<file path="config.mk">
export PLATFORM = sky130hd
export DESIGN_NAME = fetch_stage
export DESIGN_NICKNAME = d
export VERILOG_FILES = /design/src/rtl/fetch_stage_pkg.sv /design/src/rtl/fetch_stage_if_id_reg.sv /design/src/rtl/fetch_stage.sv
export SDC_FILE = /design/constraint.sdc
export NUM_CORES = 1
export LEC_CHECK = 0
export ABC_AREA = 1
export BUFFER_PORTS_ARGS = -buffer_cell sky130_fd_sc_hd__buf_2
export CAP_MARGIN = 20
export CORE_MARGIN = 5
export CORE_UTILIZATION = 52
export DETAILED_ROUTE_END_ITERATION = 7
export PLACE_DENSITY = 0.8
export SYNTH_ARGS = -nofsm -noshare
export SYNTH_HDL_FRONTEND = slang
export SYNTH_SLANG_ARGS = --single-unit
export TNS_END_PERCENT = 20
</file>
<file path="constraint.sdc">
create_clock -name clk -period 2.1 [get_ports clk]
set_input_delay 0.315 -clock clk [delete_from_list [all_inputs] [get_ports clk]]
set_output_delay 0.315 -clock clk [all_outputs]
set_load 0.05 [all_outputs]
</file>
<file path="src/rtl/fetch_stage_pkg.sv">
// fetch_stage_pkg: shared widths, NOP encoding and fetch FSM state encodings.
package fetch_stage_pkg;
    localparam int INSTRUCTION_SIZE = 32;
    localparam logic [INSTRUCTION_SIZE-1:0] NOP_INSTR = 32'h0000_0013;
    localparam logic [1:0] FS_REQ   = 2'd0;
    localparam logic [1:0] FS_WAIT  = 2'd1;
    localparam logic [1:0] FS_HOLD  = 2'd2;
    localparam logic [1:0] FS_DRAIN = 2'd3;
endpackage

</file>
<file path="src/rtl/fetch_stage_if_id_reg.sv">
// if_id_reg: IF/ID pipeline register with load, hold under stall and flush-to-NOP.
module if_id_reg
    import fetch_stage_pkg::*;
(
    input  logic                        clk,
    input  logic                        rst,
    input  logic                        flush,
    input  logic                        load,
    input  logic                        hold,
    input  logic [INSTRUCTION_SIZE-1:0] next_instr,
    input  logic [INSTRUCTION_SIZE-1:0] next_pc,
    output logic                        valid,
    output logic [INSTRUCTION_SIZE-1:0] instr,
    output logic [INSTRUCTION_SIZE-1:0] pc,
    output logic [INSTRUCTION_SIZE-1:0] pc_plus4
);
    always_ff @(posedge clk) begin
        if (rst) begin
            valid    <= 1'b0;
            instr    <= NOP_INSTR;
            pc       <= '0;
            pc_plus4 <= 32'd4;
        end else if (flush) begin
            valid <= 1'b0;
            instr <= NOP_INSTR;
        end else if (load) begin
            valid    <= 1'b1;
            instr    <= next_instr;
            pc       <= next_pc;
            pc_plus4 <= next_pc + 32'd4;
        end else if (!hold) begin
            valid <= 1'b0;
        end
    end
endmodule

</file>
<file path="src/rtl/fetch_stage.sv">
// fetch_stage: RV32I fetch; owns the PC, issues one outstanding imem request at a time,
// buffers a response under decode stall and discards stale responses after a redirect.
module fetch_stage
    import fetch_stage_pkg::*;
#(
    parameter logic [INSTRUCTION_SIZE-1:0] RESET_PC = 32'h0000_0000
) (
    input  logic                        clk,
    input  logic                        rst,
    output logic                        imem_req_valid,
    output logic [INSTRUCTION_SIZE-1:0] imem_req_addr,
    input  logic                        imem_req_ready,
    input  logic                        imem_rsp_valid,
    input  logic [INSTRUCTION_SIZE-1:0] imem_rsp_data,
    input  logic                        stall_id,
    input  logic                        redirect_valid,
    input  logic [INSTRUCTION_SIZE-1:0] redirect_pc,
    output logic                        if_id_valid,
    output logic [INSTRUCTION_SIZE-1:0] if_id_instr,
    output logic [INSTRUCTION_SIZE-1:0] if_id_pc,
    output logic [INSTRUCTION_SIZE-1:0] if_id_pc_plus4
);
    logic [1:0]                  state_q, state_d;
    logic [INSTRUCTION_SIZE-1:0] pc_q, buf_q;
    logic                        rst_q, accept, stalled, load;

    assign imem_req_valid = (state_q == FS_REQ) && !rst;
    assign imem_req_addr  = pc_q;
    assign accept         = imem_req_valid && imem_req_ready;
    assign stalled        = if_id_valid && stall_id;
    assign load = !redirect_valid && ((state_q == FS_WAIT && imem_rsp_valid && !stalled) ||
                                      (state_q == FS_HOLD && !stall_id));

    // Redirect decides only whether a request is still outstanding (DRAIN) or not (REQ).
    always_comb begin
        state_d = state_q;
        case (state_q)
            FS_REQ:  state_d = accept ? (redirect_valid ? FS_DRAIN : FS_WAIT) : FS_REQ;
            FS_WAIT: state_d = imem_rsp_valid ? ((stalled && !redirect_valid) ? FS_HOLD : FS_REQ)
                                              : (redirect_valid ? FS_DRAIN : FS_WAIT);
            FS_HOLD: state_d = (redirect_valid || !stall_id) ? FS_REQ : FS_HOLD;
            default: state_d = imem_rsp_valid ? FS_REQ : FS_DRAIN;
        endcase
    end

    always_ff @(posedge clk) begin
        rst_q <= rst;
        if (rst) begin
            state_q <= FS_REQ;
            pc_q    <= RESET_PC;
            buf_q   <= '0;
        end else begin
            state_q <= state_d;
            pc_q    <= redirect_valid ? (redirect_pc & 32'hFFFF_FFFC) : load ? pc_q + 32'd4 : pc_q;
            if (state_q == FS_WAIT && imem_rsp_valid)
                buf_q <= imem_rsp_data;
            // A response to a pre-reset request may land just after reset; that one is legal.
            if (!rst_q)
                assert (!(imem_rsp_valid && (state_q == FS_REQ || state_q == FS_HOLD)));
        end
    end

    if_id_reg u_if_id (
        .clk        (clk),
        .rst        (rst),
        .flush      (redirect_valid),
        .load       (load),
        .hold       (stall_id),
        .next_instr (state_q == FS_HOLD ? buf_q : imem_rsp_data),
        .next_pc    (pc_q),
        .valid      (if_id_valid),
        .instr      (if_id_instr),
        .pc         (if_id_pc),
        .pc_plus4   (if_id_pc_plus4)
    );
endmodule

</file>
==> summary.md <==
| Metric | Value |
|---|---|
| DIE HEIGHT | `124 µm` |
| Port bufs | `between 150 and 200` |
| Vias in the first global route | `6279` |
| Non-Filler Instances | `around 1300` |
| FF+latch count, synth | `157` |
| Placed cells | `1278` |
| Initial Util | `53.4%` |
| Cts hold-fix bufs | `0` |
| Synth-to-Final Area Change | `24.6%` |
| Chip Width | `124 µm` |
| Share of cells above drive strength 1 | `between 20% and 30%` |
| Final Hold Fails | `0` |
| Design area | `8430 µm²` |
| Core area | `12700 µm²` |
| Syn Inst Count | `949` |
| Post-Route M1 WL | `between 8000 and 9000 µm` |
| Async SR Flop Fraction | `0%` |
| Post-route DRC | `0` |
| Final setup violation count | `0` |
| Max H-tree Level | `4` |
| Initial antenna violation count | `0` |
| ANT cells | `0` |
| Final ANT Viol Nets | `0` |
| Metal3 WL | `1790 µm` |
| Post-synth EDFFs | `0` |
| TritonCTS clock tree | `done` |
| Overall Global Routing Usage | `25.5%` |
| PD cells | `830 nW/µm²` |
| Pleak | `3.85 nW` |
| Mapped cell area | `6770 µm²` |
| Clock slew at reported path FFs | `approximately 0.060 ns` |
| Slew @ Worst Pin | `~0.52 ns` |
| Status | `completed` |
| Met2 WL post-DR | `between 8000 and 9000 µm` |
| Final HPWL from detailed placement | `about 14000 µm` |
| Max Used Layer | `met4` |
| Drt wl/cell | `between 10 and 15 µm` |
| Setup Buffers After CTS | `0` |
| Crit share post-route | `88.3%` |
| IO Count | `200` |
| Longest Clk Path Bufs | `2` |
| Hold Crit Class | `in2reg` |
| Post-synth top flop | `dfxtp_1` |
| Maximum fanout along the worst path | `32` |
| Fin nets | `1196` |
| Worst endpoint data arrival time | `1.54 ns` |
| Worst setup EP type | `output port` |
| Critical path class | `reg2out` |
| Flop-to-flop setup slack | `0.32 ns` |
| Cts repair resizes | `0` |
| Final slew viol count | `0` |
| CTS Root Cell | `clkbuf_16` |
| GP Congestion | `0.904` |
| Die ar. | `approximately 15000 µm²` |
| Yosys cell types | `29` |
| Vias/cell | `5.31` |
| Drt pass-1 iters | `5` |
| Final total power | `0.00700 W` |
| DP Area | `7890 µm²` |
| Via count | `between 6000 and 7000` |
| GRT overflow | `0` |
| Final core occ | `66.5%` |
| Clk sinks | `157` |
| Peak VDD IR | `around 530 µV` |
| Register area share after synthesis | `46.5%` |
| TritonCTS buffer count | `17` |
| Rows | `41` |
| Largest net degree at the start of global routing | `79` |
| Slew headroom | `65.2%` |
| Startpoint Class | `flip-flop` |
| RSZ-0062 raised after global routing | `false` |
| Req. time, crit path | `1.78 ns` |
| Routed WL | `19600 µm` |
| Layout Skew | `0.00670 ns` |
| Tmin final | `~1.9 ns` |
| First-pass GRT wire length | `between 30000 and 40000 µm` |
| Worst-Skew Late Latency | `0.43 ns` |
| Initial detailed-routing violation count | `569` |
| Syn. warnings | `0` |
| Maxcap violations | `0` |
| Post-Syn Area per Cell | `7.13 µm²` |
| Fmax | `539 MHz` |
| Setup_tns | `0 ns` |
-- cells in the mapped netlist (2+ instances only) --
cell / instances / area share (%)
a31oi_1: 40 / 3.7
inv_1: 84 / 4.7
buf_2: 13 / 0.96
xnor2_1: 3 / 0.39
nor2_2: 2 / 0.18
buf_4: 14 / 1.6
o21bai_1: 2 / 0.22
inv_2: 3 / 0.17
o21ai_1: 19 / 1.4
nand2_1: 234 / 13
nand3_1: 58 / 4.3
clkbuf_1: 38 / 2.1
nor3_1: 4 / 0.30
o21ai_0: 90 / 6.7
xor2_1: 8 / 1.0
nor2_1: 70 / 3.9
nand2_2: 3 / 0.28
a21oi_1: 97 / 7.2
dfxtp_1: 157 / 46
-- power by group --
group,leakage [nW],switching [W],internal [W],total (W)
clock network,0.262,0.00120,0.00160,0.00280
logic,2.31,0.000744,0.000269,0.00101
registers,1.28,0.0000876,0.00310,0.00318
-- cell type report --
class	count	area, µm²
fill	1093	4240
sequential	157	3140
multi-input combinational	644	3000
timing repair buffer	218	1210
clock buffer	22	474
inverter	87	327
tap	172	215
clock inverter	10	65.1
-- registers in the layout, indices dropped and copies added, names as in the netlist --
signal	cells
buf_q	32
u_if_id.instr	32
imem_req_addr	30
u_if_id.pc	30
u_if_id.pc_plus4	30
state_q	2
u_if_id.valid	1
-- critical path, stage by stage (launching register included) --
cell and delay (ns):
dfxtp_1 0.34, buf_4 0.26, nor3_1 0.22, buf_2 0.30
-- final timing paths --
path / startpoint / endpoint / depth (start not counted)
worst max-delay path: state_q[1]$_SDFF_PP0_ / imem_req_valid / 3
worst min-delay path: imem_rsp_data[9] / u_if_id.instr[9]$_SDFFE_PP0P_ / 3
worst max register to register: state_q[1]$_SDFF_PP0_ / u_if_id.instr[18]$_SDFFE_PP0P_ / 5
worst min register to register: buf_q[17]$_SDFFE_PP0N_ / buf_q[17]$_SDFFE_PP0N_ / 2
-- cell usage in the layout (no fill, tap or decap), types with 3 or more instances in the layout --
cell        synthesis  final
a21oi_1            97     97
a31oi_1            40     40
buf_12              0      4
buf_2              13    191
buf_4              14     23
clkbuf_16           0     17
clkbuf_8            0      3
clkinv_2            0      5
clkinvlp_4          0      3
conb_1              1      6
dfxtp_1           157    157
inv_1              84     83
inv_2               3      3
nand2_1           234    234
nand2_2             3      3
nand3_1            58     58
nor2_1             70     69
nor3_1              4      4
o21ai_0            90     90
o21ai_1            19     19
xnor2_1             3      3
xor2_1              8      8
-- cells by family after synthesis --
kind of cell,Yosys count,share of synthesized area [%]
AO/OA/AOI/OAI,251,19.7
AND/OR/NAND/NOR,375,22.6
adder cells (fa/ha/maj),1,0.185
buffers and inverters,153,9.62
XOR/XNOR,11,1.42
flip-flops,157,46.5
other,1,0.0554
-- per-layer routing --
layer	track usage (%)	up-vias
li1	-	3448
met1	34.2	3151
met2	39.7	318
met3	6.18	44
met4	10.1	0
met5	0	-
-- metrics by stage --
stage	setup slack [ns]	hold WS (ns)
finish	0.245	0.154
global route	0.133	0.152
CTS	0.205	0.136
detailed placement	0.348	0.435
global placement	0.348	0.432
floorplan	0.0626	0.424
(Power assumes the default switching activity.)
